## src/rtl/mips_fetch_stage_pkg.sv

```systemverilog
// Shared MIPS definitions used by the fetch stage and the decode stage.
// Holds the instruction/ROM geometry, the NOP encoding and the IF/ID register layout.
package mips_fetch_stage_pkg;

    localparam int Instruction_Width          = 32;
    localparam int Instruction_Mem_Addr_Width = 6;
    localparam int Instruction_Mem_Depth      = 1 << Instruction_Mem_Addr_Width;
    localparam int PC_Width_Default           = 32;

    localparam logic [Instruction_Width-1:0] MIPS_NOP = 32'h0000_0000;

    typedef struct packed {
        logic [Instruction_Width-1:0] instr;
        logic [PC_Width_Default-1:0]  pc;
        logic [PC_Width_Default-1:0]  pc_plus4;
        logic                         valid;
    } if_id_t;

endpackage

```

## src/rtl/mips_fetch_stage_if.sv

```systemverilog
// Fetch-stage bus: hazard/redirect controls in, ROM port, IF/ID register out.
interface mips_fetch_stage_if #(
    parameter int PC_Width = 32
);
    logic                                                    stall;
    logic                                                    redirect_valid;
    logic [PC_Width-1:0]                                     redirect_pc;
    logic [mips_fetch_stage_pkg::Instruction_Mem_Addr_Width-1:0] rom_addr;
    logic [mips_fetch_stage_pkg::Instruction_Width-1:0]      rom_data;
    logic [mips_fetch_stage_pkg::Instruction_Width-1:0]      if_id_instr;
    logic [PC_Width-1:0]                                     if_id_pc;
    logic [PC_Width-1:0]                                     if_id_pc_plus4;
    logic                                                    if_id_valid;
    logic                                                    misaligned_err;

    modport master (
        input  stall, redirect_valid, redirect_pc, rom_data,
        output rom_addr, if_id_instr, if_id_pc, if_id_pc_plus4, if_id_valid, misaligned_err
    );

    modport slave (
        output stall, redirect_valid, redirect_pc, rom_data,
        input  rom_addr, if_id_instr, if_id_pc, if_id_pc_plus4, if_id_valid, misaligned_err
    );
endinterface

```

## src/rtl/mips_pc_reg.sv

```systemverilog
// Program counter with redirect > stall > advance priority and sticky misalignment flag.
// Latency: PC updates on the rising edge; pc_plus4 is combinational from the PC.
// Backpressure: stall holds the PC; a redirect always wins over stall.
module mips_pc_reg #(
    parameter int                  PC_Width = 32,
    parameter logic [PC_Width-1:0] Reset_PC = '0
) (
    input  logic                clk,
    input  logic                rst_n,
    input  logic                stall,
    input  logic                redirect_valid,
    input  logic [PC_Width-1:0] redirect_pc,
    output logic [PC_Width-1:0] pc,
    output logic [PC_Width-1:0] pc_plus4,
    output logic                misaligned_err
);

    // Wraps modulo 2^PC_Width by construction.
    assign pc_plus4 = pc + PC_Width'(4);

    always_ff @(posedge clk or negedge rst_n) begin
        if (!rst_n) begin
            pc             <= Reset_PC;
            misaligned_err <= 1'b0;
        end else if (redirect_valid) begin
            pc <= {redirect_pc[PC_Width-1:2], 2'b00};
            if (redirect_pc[1:0] != 2'b00) begin
                misaligned_err <= 1'b1;
            end
        end else if (!stall) begin
            pc <= pc_plus4;
        end
    end

endmodule

```

## src/rtl/mips_fetch_stage.sv

```systemverilog
// MIPS instruction fetch: drives ROM word address, captures instr/PC/PC+4 into IF/ID.
// Latency: 1 cycle from PC presentation to IF/ID; a redirect costs one bubble.
// Backpressure: stall freezes PC and IF/ID; redirect flushes IF/ID even when stalled.
module mips_fetch_stage
    import mips_fetch_stage_pkg::*;
#(
    parameter int                  PC_Width = 32,
    parameter logic [PC_Width-1:0] Reset_PC = 32'h0000_0000
) (
    input  logic               clk,
    input  logic               rst_n,
    mips_fetch_stage_if.master bus
);

    logic [PC_Width-1:0] pc;
    logic [PC_Width-1:0] pc_plus4;
    if_id_t              if_id_q;

    mips_pc_reg #(
        .PC_Width (PC_Width),
        .Reset_PC (Reset_PC)
    ) u_pc_reg (
        .clk            (clk),
        .rst_n          (rst_n),
        .stall          (bus.stall),
        .redirect_valid (bus.redirect_valid),
        .redirect_pc    (bus.redirect_pc),
        .pc             (pc),
        .pc_plus4       (pc_plus4),
        .misaligned_err (bus.misaligned_err)
    );

    // Upper PC bits are dropped, so fetch wraps modulo the ROM depth.
    assign bus.rom_addr = pc[Instruction_Mem_Addr_Width+1:2];

    always_ff @(posedge clk or negedge rst_n) begin
        if (!rst_n) begin
            if_id_q.instr    <= MIPS_NOP;
            if_id_q.pc       <= '0;
            if_id_q.pc_plus4 <= '0;
            if_id_q.valid    <= 1'b0;
        end else if (bus.redirect_valid) begin
            // Flush: wrong-path fetch is dropped, PC fields keep their old values.
            if_id_q.instr <= MIPS_NOP;
            if_id_q.valid <= 1'b0;
        end else if (!bus.stall) begin
            if_id_q.instr    <= bus.rom_data;
            if_id_q.pc       <= pc;
            if_id_q.pc_plus4 <= pc_plus4;
            if_id_q.valid    <= 1'b1;
        end
    end

    assign bus.if_id_instr    = if_id_q.instr;
    assign bus.if_id_pc       = if_id_q.pc;
    assign bus.if_id_pc_plus4 = if_id_q.pc_plus4;
    assign bus.if_id_valid    = if_id_q.valid;

endmodule

```

## src/flat_wrapper.sv

```systemverilog
// flat-port wrapper written by rule: the top's interface ports become plain ports
module mips_fetch_stage_flat import mips_fetch_stage_pkg::*;
#(
    parameter int                  PC_Width = 32,
    parameter logic [PC_Width-1:0] Reset_PC = 32'h0000_0000
)
  (clk, rst_n, bus_stall, bus_redirect_valid, bus_redirect_pc, bus_rom_data, bus_rom_addr, bus_if_id_instr, bus_if_id_pc, bus_if_id_pc_plus4, bus_if_id_valid, bus_misaligned_err);
  mips_fetch_stage_if #(.PC_Width(PC_Width)) bus_i ();
  input  logic clk;
  input  logic rst_n;
  input wire logic [$bits(bus_i.stall)-1:0] bus_stall;
  input wire logic [$bits(bus_i.redirect_valid)-1:0] bus_redirect_valid;
  input wire logic [$bits(bus_i.redirect_pc)-1:0] bus_redirect_pc;
  input wire logic [$bits(bus_i.rom_data)-1:0] bus_rom_data;
  output wire logic [$bits(bus_i.rom_addr)-1:0] bus_rom_addr;
  output wire logic [$bits(bus_i.if_id_instr)-1:0] bus_if_id_instr;
  output wire logic [$bits(bus_i.if_id_pc)-1:0] bus_if_id_pc;
  output wire logic [$bits(bus_i.if_id_pc_plus4)-1:0] bus_if_id_pc_plus4;
  output wire logic [$bits(bus_i.if_id_valid)-1:0] bus_if_id_valid;
  output wire logic [$bits(bus_i.misaligned_err)-1:0] bus_misaligned_err;
  assign bus_i.stall = bus_stall;
  assign bus_i.redirect_valid = bus_redirect_valid;
  assign bus_i.redirect_pc = bus_redirect_pc;
  assign bus_i.rom_data = bus_rom_data;
  assign bus_rom_addr = bus_i.rom_addr;
  assign bus_if_id_instr = bus_i.if_id_instr;
  assign bus_if_id_pc = bus_i.if_id_pc;
  assign bus_if_id_pc_plus4 = bus_i.if_id_pc_plus4;
  assign bus_if_id_valid = bus_i.if_id_valid;
  assign bus_misaligned_err = bus_i.misaligned_err;
  mips_fetch_stage #(.PC_Width(PC_Width), .Reset_PC(Reset_PC)) u_core (.clk(clk), .rst_n(rst_n), .bus(bus_i));
endmodule
```

## config.mk

```make
export PLATFORM = sky130hd
export DESIGN_NAME = mips_fetch_stage_flat
export DESIGN_NICKNAME = d
export VERILOG_FILES = /design/src/rtl/mips_fetch_stage_pkg.sv /design/src/rtl/mips_fetch_stage_if.sv /design/src/rtl/mips_pc_reg.sv /design/src/rtl/mips_fetch_stage.sv /design/src/flat_wrapper.sv
export SDC_FILE = /design/constraint.sdc
export NUM_CORES = 1
export LEC_CHECK = 0
export ABC_AREA = 1
export ABC_CLOCK_PERIOD_IN_PS = 2100
export CAP_MARGIN = 20
export CORE_MARGIN = 8
export CORE_UTILIZATION = 47
export CTS_CLUSTER_DIAMETER = 40
export DETAILED_ROUTE_END_ITERATION = 16
export PLACE_DENSITY = 0.8
export SYNTH_ARGS = -nofsm -noshare
export SYNTH_HDL_FRONTEND = slang
export SYNTH_SLANG_ARGS = --single-unit
```

## constraint.sdc

```tcl
create_clock -name clk -period 2.1 [get_ports clk]
set_clock_uncertainty 0.15 [all_clocks]
set_input_delay 0.21 -clock clk [delete_from_list [all_inputs] [get_ports clk]]
set_output_delay 0.21 -clock clk [all_outputs]
set_load 0.005 [all_outputs]
```

; ---- Word-level counts from Yosys, hierarchy flattened
; Index checks and enable logic that the tools add are counted.
[word_totals]
ff_bits = 130
input_bits = 68
[op_classes]
addsub = 1
n_eq_ne = 1
n_mux = 5
bitwise = 2
n_reduce_logical = 3
[ops]
columns = operator, count
row1 = $mux W97, 1
row2 = $mux W32, 3
row3 = $add A32 B3 Y32 const B, 1
row4 = $reduce_and A2 Y1, 2
row5 = $ne A2 B1 Y1 const B, 1
row6 = $not A1 Y1, 2
row7 = $reduce_bool A2 Y1, 1
row8 = $mux W1, 1

; ---- Logic depth before layout (Yosys ltp)
; Gate-level depths: netlist of the first run.
[logic_depth]
word_depth = 3
mapped_depth = 10
ltp_nobuf = 10

; ---- Modules after synthesis
; A second synthesis of the first run with hierarchy kept.
[hier_totals]
hier_cells = 786
hier_area_um2 = 6264.8
[modules_own_cells]
columns = mod, instances, cells_each, area_each_um2, seq_area_each_um2
row1 = mips_fetch_stage, 1, 420, 3842.4, 2427.3
row2 = mips_pc_reg, 1, 366, 2422.3, 775.7

; ---- Worst setup path before layout of the first run
; No wires, ideal clock.
[synth_timing]
path_type = register to register
from = reg u_core.u_pc_reg.pc[3]
to = reg u_core.if_id_q, in the netlist u_core.bus.if_id_pc_plus4[26]
setup_time_ns = 0.117
arrival_time_ns = 1.307
t_required_ns = 1.833
setup_slack_ns = 0.527
path_stages_with_launch = 11
cell_sequence = dfrtp_1 -> ha_1 -> nand2_2 -> nor2_4 -> nand2_4 -> nor2_8 -> nand3_2 -> nand2_1 -> inv_1 -> nand2_2 -> nand2_1
[synth_via]
elab_chain_cells = 1
[synth_rtl]
columns = element, line
row1 = from (decl), mips_pc_reg.sv:13  ; output logic [PC_Width-1:0] pc,
row2 = from (signal assigned), mips_pc_reg.sv:23  ; pc <= Reset_PC;
row3 = from (signal assigned), mips_pc_reg.sv:26  ; pc <= {redirect_pc[PC_Width-1:2], 2'b00};
row4 = from (signal assigned), mips_pc_reg.sv:31  ; pc <= pc_plus4;
row5 = $add A32 B3 Y32, mips_pc_reg.sv:19  ; assign pc_plus4 = pc + PC_Width'(4);
row6 = to (decl), mips_fetch_stage.sv:17  ; if_id_t if_id_q;
; No other way between the ends.
; A chain may end at the register's enable or synchronous reset.

; ---- Final worst setup path of the first run
[layout_timing]
from = reg u_core.u_pc_reg.pc[4]
to = out bus_rom_addr[2]
[layout_rtl]
columns = element, line
row1 = to (decl), flat_wrapper.sv:15  ; output wire logic [$bits(bus_i.rom_addr)-1:0] bus_rom_addr;
; No word-level cell between the ends.

==> qor.txt, run 1 <==
status - finished clean
antenna cells - 0
die width - 126 um
CTS Root Cell - clkbuf_16
GPL Wtd Cong - 0.868
layout cells sized above 1 - 0.0807
Critical Path RT - 1740 ps
final net count - 899
Post-route DRC - 0
Seq/Total Area, Yosys - 0.549
Final ANT Viol Nets - 0
Longest Clk Path Bufs - 2
Worst VDD drop - 418 uV
vias in the first global route - 5,418
Sw Ratio - 0.260
total CTS buffers - 17
unrepaired setup endpoints after global routing - false
delay of the slowest critical-path stage - 570 ps
switching pwr - 1.84 mW
yosys warns - 0
Worst Setup Path Type - reg -> out
Avg Cell Area, Syn - 8.50 um2
Reg-to-Reg End - u_core.u_pc_reg.pc[25]
CP arrival - 1500 ps
Worst setup startpoint - u_core.u_pc_reg.pc[4]
Reg power frac - 0.406
Hold Crit Class - in -> async
Rows - 40
Leak - 3.91 nW
post-CTS sizing - 0
dpl ws - 245 ps
Synth area leader - dfrtp_1
fillers - 953
period utilisation layout - 0.885
worst reg2reg path depth - 9
Syn-to-layout area delta - 42.9%
CTS tree - yes
first-pass GRT wire length - 27,400 um
CP delay by family, top - buffers and inverters
die height - 126 um
Int Pwr - 5.24 mW
hpwl dp - 12,100 um
register area - 0.00310 mm2
Rel. slew slack - 0.591
cells after synthesis - 665
hold_buf cts - 1
worst r2r src - u_core.u_pc_reg.pc[9]
CP Depth - 1
Hold Vio Cnt, Final - 0
routed len/inst - 16.6 um
Synth cell types - 29
htree depth - 4
total grt overflow - 0
Pwr per Cell Area - 877 mW/mm2
IO Pins - 172
DRT Wirelength - 16,400 um
Setup TNS Final - 0 ps
DRT iter0 DRCs - 412
Worst Max-Slew Pin Slew - 612 ps
setup repair bufs after CTS - 0
vias per cell - 5.08
top cells by area, synth - dfrtp_1, nand2_1, a22o_1
register bit total from synthesis - 124
post-route setup slack - 242 ps
Max Fanout on Critical Path - 8
clock latency on the worst-skew pair - 410 ps
most frequent cells in the layout - nand2_1, clkdlybuf4s50_1, dfrtp_1, inv_1, o21ai_0
setup slack, reg-to-reg - 350 ps
CP Capture Type - output port
full die area - 0.0158 mm2
Power Total - 7.09 mW
Synth top area share - 0.549
CTS clock-pin slew for the worst setup and hold paths - 60 ps
Final Setup Violations - 0
CP cell instances - clkdlybuf4s50_1
DR pass1 iterations - 5
share of total power in the clock network - 0.422
vias - 5,034
initial antenna violation count - 0
CTS sink cnt - 124
core area - 0.0119 mm2
Setup crit start kind - register
Slew Limit Fails - 0
area of the multi-input gates - 0.00215 mm2
mapped cell area - 0.00565 mm2
Total GRT Usage - 0.215
Port Buffer Count - 167
most common cell after layout, fill and taps aside - nand2_1
f_max - 538 MHz
max-cap violation count - 0
Initial Utilization - 0.476
Gate power share - 0.173
largest net degree at the start of global routing - 53
Slowest-stage cell, CP - clkdlybuf4s50_1
CP endpoint - bus_rom_addr[2]
Buf/Inv on CP - 1
Tmin final - 1860 ps
## power groups by stage
| stage | clock network [mW] | logic [mW] | registers (mW) |
|---|---|---|---|
| floorplan | 0 | 0.446 | 2.89 |
| global placement | 0 | 1.21 | 2.90 |
| detailed placement | 0 | 1.23 | 2.91 |
| CTS | 3.02 | 1.25 | 2.88 |
| global route | 3.14 | 1.36 | 2.91 |
| finish | 2.99 | 1.22 | 2.88 |
## cell usage after synthesis, drive strengths merged
cell,count
nand3,28
dfrtp,124
clkbuf,13
nand3b,1
xnor2,1
o211ai,3
conb,1
a21oi,7
nor2,51
o21ai,54
nand2,259
inv,60
nor3,1
or2,1
xor2,5
ha,1
o21bai,1
buf,22
a22o,32
## layer usage
metal | track usage | wire [um] | part of all wire | vias to the layer above
li1 | - | - | - | 2421
met1 | 0.247 | 6770 | 0.41 | 2405
met4 | 0.0595 | 211 | 0.013 | 0
met5 | 0 | 0 | 0 | -
met3 | 0.0911 | 1530 | 0.093 | 19
met2 | 0.361 | 7930 | 0.48 | 189
## through the flow
step,area (um2),hold WS (ps),cells,util
after CTS,8080,190,990,0.681
final,8080,178,990,0.681
after global routing,8080,232,990,0.681
after global placement,7460,70.2,957,0.629
after floorplan,5660,-236,668,-
after detailed placement,7460,79.8,957,0.629
## cell type report
| type | instances | share of cell area |
|---|---|---|
| inverter | 60 | 0.0279 |
| tap | 147 | 0.0228 |
| clock buffer | 18 | 0.0544 |
| clock inverter | 14 | 0.0211 |
| multi-input combinational | 449 | 0.266 |
| sequential | 124 | 0.384 |
| timing repair buffer | 178 | 0.223 |
## sequential cells by signal (all words and copies together), names as in the netlist
register and cells:
u_core.bus.if_id_valid 1, u_core.bus.if_id_pc_plus4 30, u_core.bus.if_id_instr 32, u_core.u_pc_reg.pc 30, u_core.u_pc_reg.misaligned_err 1, u_core.bus.if_id_pc 30
## worst min path at each step
stage               start                        end  slack [ps]  cells after the start
floorplan           rst_n  u_core.bus.if_id_instr[0]        -240                      0
global placement    rst_n    u_core.bus.if_id_pc[24]          70                      1
detailed placement  rst_n    u_core.bus.if_id_pc[18]          80                      1
CTS                 rst_n    u_core.bus.if_id_pc[25]         190                      2
global route        rst_n    u_core.bus.if_id_pc[24]         230                      2
finish              rst_n    u_core.bus.if_id_pc[24]         180                      2
## kinds of logic (layout without fill, tap and decap cells)
| logic type | Yosys count | after routing | share of synthesized area |
|---|---|---|---|
| buffers and inverters | 95 | 270 | 0.0722 |
| DFF | 124 | 124 | 0.549 |
| AOI/OAI and AO/OA | 97 | 97 | 0.109 |
| adders and majority gates | 1 | 1 | 0.00221 |
| xor gates and xnor gates | 6 | 6 | 0.00930 |
| and+or+nand+nor | 341 | 341 | 0.258 |
| other | 1 | 4 | 0.000664 |
(Power assumes the default switching activity.)
==> run 2: changes to the inputs <==
--- a/config.mk
+++ b/config.mk
@@ -9,10 +9,11 @@
 export ABC_CLOCK_PERIOD_IN_PS = 2100
 export CAP_MARGIN = 20
 export CORE_MARGIN = 8
-export CORE_UTILIZATION = 47
+export CORE_UTILIZATION = 49
+export CTS_BUF_LIST = sky130_fd_sc_hd__clkbuf_8
 export CTS_CLUSTER_DIAMETER = 40
 export DETAILED_ROUTE_END_ITERATION = 16
-export PLACE_DENSITY = 0.8
+export PLACE_DENSITY = 0.83
 export SYNTH_ARGS = -nofsm -noshare
 export SYNTH_HDL_FRONTEND = slang
 export SYNTH_SLANG_ARGS = --single-unit
==> run 2 against run 1 <==
Effect of this change: utilization up 1.1 points; wire length down 1.5%; design area down 3.0%; power down 14%; first-iteration DRC count down 12%; setup slack worse by 49 ps; critical endpoint unchanged.
==> qor.txt, run 2 (synthesis gave the netlist of run 1 again) <==
Total GRT Usage - 0.226 (+0.0101)
hold_buf cts - 1 (unchanged)
first-pass GRT wire length - 26,900 um (-1.7%)
Hold Vio Cnt, Final - 0 (unchanged)
vias in the first global route - 5,427 (+0.17%)
hpwl dp - 12,000 um (-0.92%)
most frequent cells in the layout - nand2_1, clkdlybuf4s50_1, dfrtp_1, inv_1, o21ai_0
Initial Utilization - 0.499 (+0.0227)
Worst Max-Slew Pin Slew - 618 ps (+5.66 ps)
Buf/Inv on CP - 1 (unchanged)
CTS clock-pin slew for the worst setup and hold paths - 70 ps (about the same)
Tmin final - 1910 ps (+49.1 ps)
Slew Limit Fails - 0 (unchanged)
CP Capture Type - output port
CTS Root Cell - clkbuf_8
CP cell instances - clkdlybuf4s50_1
initial antenna violation count - 0 (unchanged)
status - finished clean
Syn-to-layout area delta - 38.6%
vias per cell - 5.06 (-0.55%)
Rows - 39 (-2.5%)
Final Setup Violations - 0 (unchanged)
worst r2r src - u_core.u_pc_reg.pc[7]
die height - 123 um (-1.8%)
f_max - 524 MHz (-2.6%)
Port Buffer Count - 167 (unchanged)
Post-route DRC - 0 (unchanged)
delay of the slowest critical-path stage - 610 ps (+40 ps)
final net count - 899 (unchanged)
unrepaired setup endpoints after global routing - false
Critical Path RT - 1740 ps (about the same)
vias - 4,981 (-1.1%)
Finished Cell Area - 0.00783 mm2 (-3.0%)
Slowest-stage cell, CP - clkdlybuf4s50_1
Hold Crit Class - in -> async
period utilisation layout - 0.908 (+0.0234)
total CTS buffers - 17 (unchanged)
Longest Clk Path Bufs - 2 (unchanged)
total grt overflow - 0 (unchanged)
htree depth - 4 (unchanged)
worst reg2reg path depth - 9 (unchanged)
Leak - 3.82 nW (-2.2%)
minimum hold slack - 167 ps (-10.7 ps)
DRT Wirelength - 16,200 um (-1.5%)
layout cells sized above 1 - 0.0736 (-0.00703)
CTS sink cnt - 124 (unchanged)
DRT iter0 DRCs - 364 (-12%)
core area - 0.0113 mm2 (-4.6%)
full die area - 0.0152 mm2 (-3.6%)
Reg-to-Reg End - u_core.u_pc_reg.pc[23]
Largest register FFs - 32 (unchanged)
Final ANT Viol Nets - 0 (unchanged)
Power Total - 6.08 mW (-14%)
IO Pins - 172 (unchanged)
die width - 123 um (-1.8%)
antenna cells - 0 (unchanged)
CP delay by family, top - buffers and inverters
Setup TNS Final - 0 ps (unchanged)
Rel. slew slack - 0.587 (-0.00378)
CTS tree - yes
Setup crit start kind - register
setup repair bufs after CTS - 0 (unchanged)
most common cell after layout, fill and taps aside - nand2_1
DR pass1 iterations - 5 (unchanged)
largest net degree at the start of global routing - 54 (+1.9%)
CP arrival - 1550 ps (+50 ps)
Worst Setup Path Type - reg -> out
clock latency on the worst-skew pair - 420 ps (about the same)
GPL Wtd Cong - 0.898 (+3.5%)
post-CTS sizing - 0 (unchanged)
max-cap violation count - 0 (unchanged)
Post-DP Area - 0.00745 mm2 (about the same)
setup slack, reg-to-reg - 390 ps (+40 ps)
routed len/inst - 16.4 um (-1.0%)
Worst VDD drop - 436 uV (+4.3%)
Max Fanout on Critical Path - 8 (unchanged)
Pwr per Cell Area - 776 mW/mm2 (-12%)
[run 2: layer usage]
metal / GRT usage / part of all wire / up-vias
met2: 0.364 / 0.47 / 199
met5: 0 / 0 / -
met4: 0.0670 / 0.014 / 0
li1: - / - / 2419
met1: 0.267 / 0.41 / 2348
met3: 0.101 / 0.11 / 15
[run 2: per-stage QoR]
stage	worst slack [ps]	util	cells
after floorplan	527	-	668
after global placement	338	0.658	953
after detailed placement	248	0.658	953
after CTS	168	0.692	985
after global routing	99.9	0.692	985
final	192	0.692	985
[run 2: power breakdown]
part           internal [mW]  switching (mW)
clock                   1.08           0.905
combinational          0.682           0.535
sequential              2.66           0.211
[run 2: worst max-delay path by stage]
stage,from,to,cells after the start
3_5_place_dp,bus_redirect_valid,u_core.bus.if_id_instr[8],5
4_1_cts,u_core.u_pc_reg.pc[4],bus_rom_addr[2],1
6_report,u_core.u_pc_reg.pc[4],bus_rom_addr[2],1
2_1_floorplan,u_core.u_pc_reg.pc[3],u_core.bus.if_id_pc_plus4[26],10
3_3_place_gp,bus_redirect_valid,u_core.bus.if_id_instr[20],5
5_1_grt,u_core.u_pc_reg.pc[4],bus_rom_addr[2],1
[run 2: final cells by class]
| cell class | count | area, um2 |
|---|---|---|
| clock buffer | 19 | 262 |
| clock inverter | 12 | 109 |
| fill | 948 | 3490 |
| inverter | 60 | 225 |
| multi-input combinational | 449 | 2150 |
| sequential | 124 | 3100 |
| tap | 143 | 179 |
| timing repair buffer | 178 | 1800 |
==> run 3: changes to the inputs <==
--- a/config.mk
+++ b/config.mk
@@ -8,12 +8,14 @@
 export ABC_AREA = 1
 export ABC_CLOCK_PERIOD_IN_PS = 2100
 export CAP_MARGIN = 20
+export CELL_PAD_IN_SITES_DETAIL_PLACEMENT = 1
+export CELL_PAD_IN_SITES_GLOBAL_PLACEMENT = 1
 export CORE_MARGIN = 8
-export CORE_UTILIZATION = 49
+export CORE_UTILIZATION = 35
 export CTS_BUF_LIST = sky130_fd_sc_hd__clkbuf_8
 export CTS_CLUSTER_DIAMETER = 40
 export DETAILED_ROUTE_END_ITERATION = 16
-export PLACE_DENSITY = 0.83
+export PLACE_DENSITY_LB_ADDON = 0.1
 export SYNTH_ARGS = -nofsm -noshare
 export SYNTH_HDL_FRONTEND = slang
 export SYNTH_SLANG_ARGS = --single-unit
==> run 3 against run 2 <==
Effect of this change: design area increased by 1.7%; fmax is 1.1% lower; cell count rose by 8.0%; sequential share of layout area down 0.66 points; via count increased by 1.4%; first-iteration DRC count down 51%; non-clock buffer count is 6 higher; sequential power barely moved; die area increased by 34%; clock power increased by 4%; hold slack worse by 42 ps; critical path type unchanged; critical endpoint unchanged; largest power group unchanged.
==> qor.txt, run 3 (synthesis gave the netlist of run 1 again) <==
Rel. slew slack - 0.544 (-0.0433)
first-pass GRT wire length - 30,100 um (+12%)
max-cap violation count - 0 (unchanged)
Slowest-stage cell, CP - clkdlybuf4s50_1
Setup crit start kind - register
Buf/Inv on CP - 1 (unchanged)
Worst VDD drop - 349 uV (-20%)
Post-route DRC - 0 (unchanged)
CP cell instances - clkdlybuf4s50_1
Setup TNS Final - 0 ps (unchanged)
delay of the slowest critical-path stage - 580 ps (-30 ps)
antenna cells - 0 (unchanged)
GPL Wtd Cong - 0.840 (-6.5%)
DRT Wirelength - 18,700 um (+15%)
vias in the first global route - 5,766 (+6.2%)
post-route setup slack - 171 ps (-21.6 ps)
CP arrival - 1570 ps (+20 ps)
period utilisation layout - 0.919 (+0.0103)
Final Setup Violations - 0 (unchanged)
Port Buffer Count - 167 (unchanged)
CTS clock-pin slew for the worst setup and hold paths - 70 ps (about the same)
Longest Clk Path Bufs - 2 (unchanged)
IO Pins - 172 (unchanged)
Worst Max-Slew Pin Slew - 683 ps (+64.8 ps)
total CTS buffers - 17 (unchanged)
unrepaired setup endpoints after global routing - false
Leak - 3.85 nW (+0.84%)
htree depth - 4 (unchanged)
f_max - 518 MHz (-1.1%)
layout cells sized above 1 - 0.0814 (+0.00773)
CTS Root Cell - clkbuf_8
Slew Limit Fails - 0 (unchanged)
Final ANT Viol Nets - 0 (unchanged)
largest net degree at the start of global routing - 50 (-7.4%)
initial antenna violation count - 1 (+1)
hpwl dp - 13,900 um (+16%)
final net count - 905 (+0.67%)
Pwr per Cell Area - 776 mW/mm2 (about the same)
worst r2r src - u_core.u_pc_reg.pc[2]
clock latency on the worst-skew pair - 440 ps (+20 ps)
dpl ws - 167 ps (-81.9 ps)
total grt overflow - 0 (unchanged)
Max Fanout on Critical Path - 8 (unchanged)
Critical Path RT - 1740 ps (about the same)
core area - 0.0158 mm2 (+40%)
full die area - 0.0205 mm2 (+34%)
Reg-to-Reg End - u_core.u_pc_reg.pc[26]
Syn-to-layout area delta - 41.0%
CTS tree - yes
CP delay by family, top - buffers and inverters
status - finished clean
die width - 143 um (+16%)
DR pass1 iterations - 4 (-1)
die height - 143 um (+16%)
CTS sink cnt - 124 (unchanged)
CP Capture Type - output port
vias per cell - 4.75 (-6.1%)
Largest register FFs - 32 (unchanged)
worst reg2reg path depth - 10 (+1)
routed len/inst - 17.5 um (+6.7%)
most common cell after layout, fill and taps aside - nand2_1
Total GRT Usage - 0.189 (-0.0364)
Hold Vio Cnt, Final - 0 (unchanged)
Initial Utilization - 0.357 (-0.142)
Tmin final - 1930 ps (+21.6 ps)
vias - 5,053 (+1.4%)
post-CTS sizing - 0 (unchanged)
most frequent cells in the layout - nand2_1, clkdlybuf4s50_1, dfrtp_1, inv_1, o21ai_0
Rows - 46 (+18%)
setup slack, reg-to-reg - 320 ps (-70 ps)
DRT iter0 DRCs - 179 (-51%)
Worst Setup Path Type - reg -> out
Hold Crit Class - in -> async
run 3: cell types whose count changed in the layout (fill, tap and decap cells not counted):
cell        previous run  this run
clkbuf_8              19        20
clkinvlp_4             2         0
buf_4                  7        14
clkinv_4               0         1
inv_1                 62        61
buf_12                 4         3
clkinv_2               3         4
run 3: what timing repair did:
action | 4_1_cts | 5_1_grt
endpoints found under the hold margin | 34 | 0
hold buffers | 1 | 0
buffers inserted | 0 | 0
run 3: metal layers:
| layer | wire length (um) | vias to the layer above | global-route usage |
|---|---|---|---|
| met1 | 7700 | 2493 | 0.208 |
| met5 | 13 | - | 0 |
| met3 | 1400 | 22 | 0.0781 |
| met2 | 9300 | 115 | 0.328 |
| li1 | - | 2421 | - |
| met4 | 264 | 2 | 0.0537 |
run 3: layout make-up:
type	instances	area, um2
Sequential cell	124	3100
Multi-Input combinational cell	449	2150
Timing Repair Buffer	184	1840
Clock inverter	11	104
Inverter	60	225
Tap cell	216	270
Fill cell	1833	7860
Clock buffer	20	275
run 3: stage by stage:
stage / hold slack, ps / area, um2 / utilization / std cells / total power [mW]
after floorplan: -236 / 5660 / - / 668 / 3.33
after global placement: 61.6 / 7580 / 0.479 / 1032 / 4.15
after detailed placement: 71.9 / 7580 / 0.479 / 1032 / 4.18
after CTS: 129 / 7970 / 0.503 / 1064 / 6.29
after global routing: 131 / 7970 / 0.503 / 1064 / 6.52
final: 125 / 7970 / 0.503 / 1064 / 6.18
run 3: where the power goes:
| group | internal [mW] | switching [mW] | total [mW] |
|---|---|---|---|
| clock | 1.12 | 0.950 | 2.07 |
| combinational | 0.690 | 0.557 | 1.25 |
| sequential | 2.66 | 0.206 | 2.87 |
run 3: worst max path at each step:
stage,from,end,cells past startpoint
global placement,bus_redirect_valid,u_core.bus.if_id_instr[19],5
finish,u_core.u_pc_reg.pc[4],bus_rom_addr[2],1
CTS,u_core.u_pc_reg.pc[4],bus_rom_addr[2],1
global route,u_core.u_pc_reg.pc[4],bus_rom_addr[2],1
floorplan,u_core.u_pc_reg.pc[3],u_core.bus.if_id_pc_plus4[26],10
detailed placement,bus_redirect_valid,u_core.u_pc_reg.pc[6],6
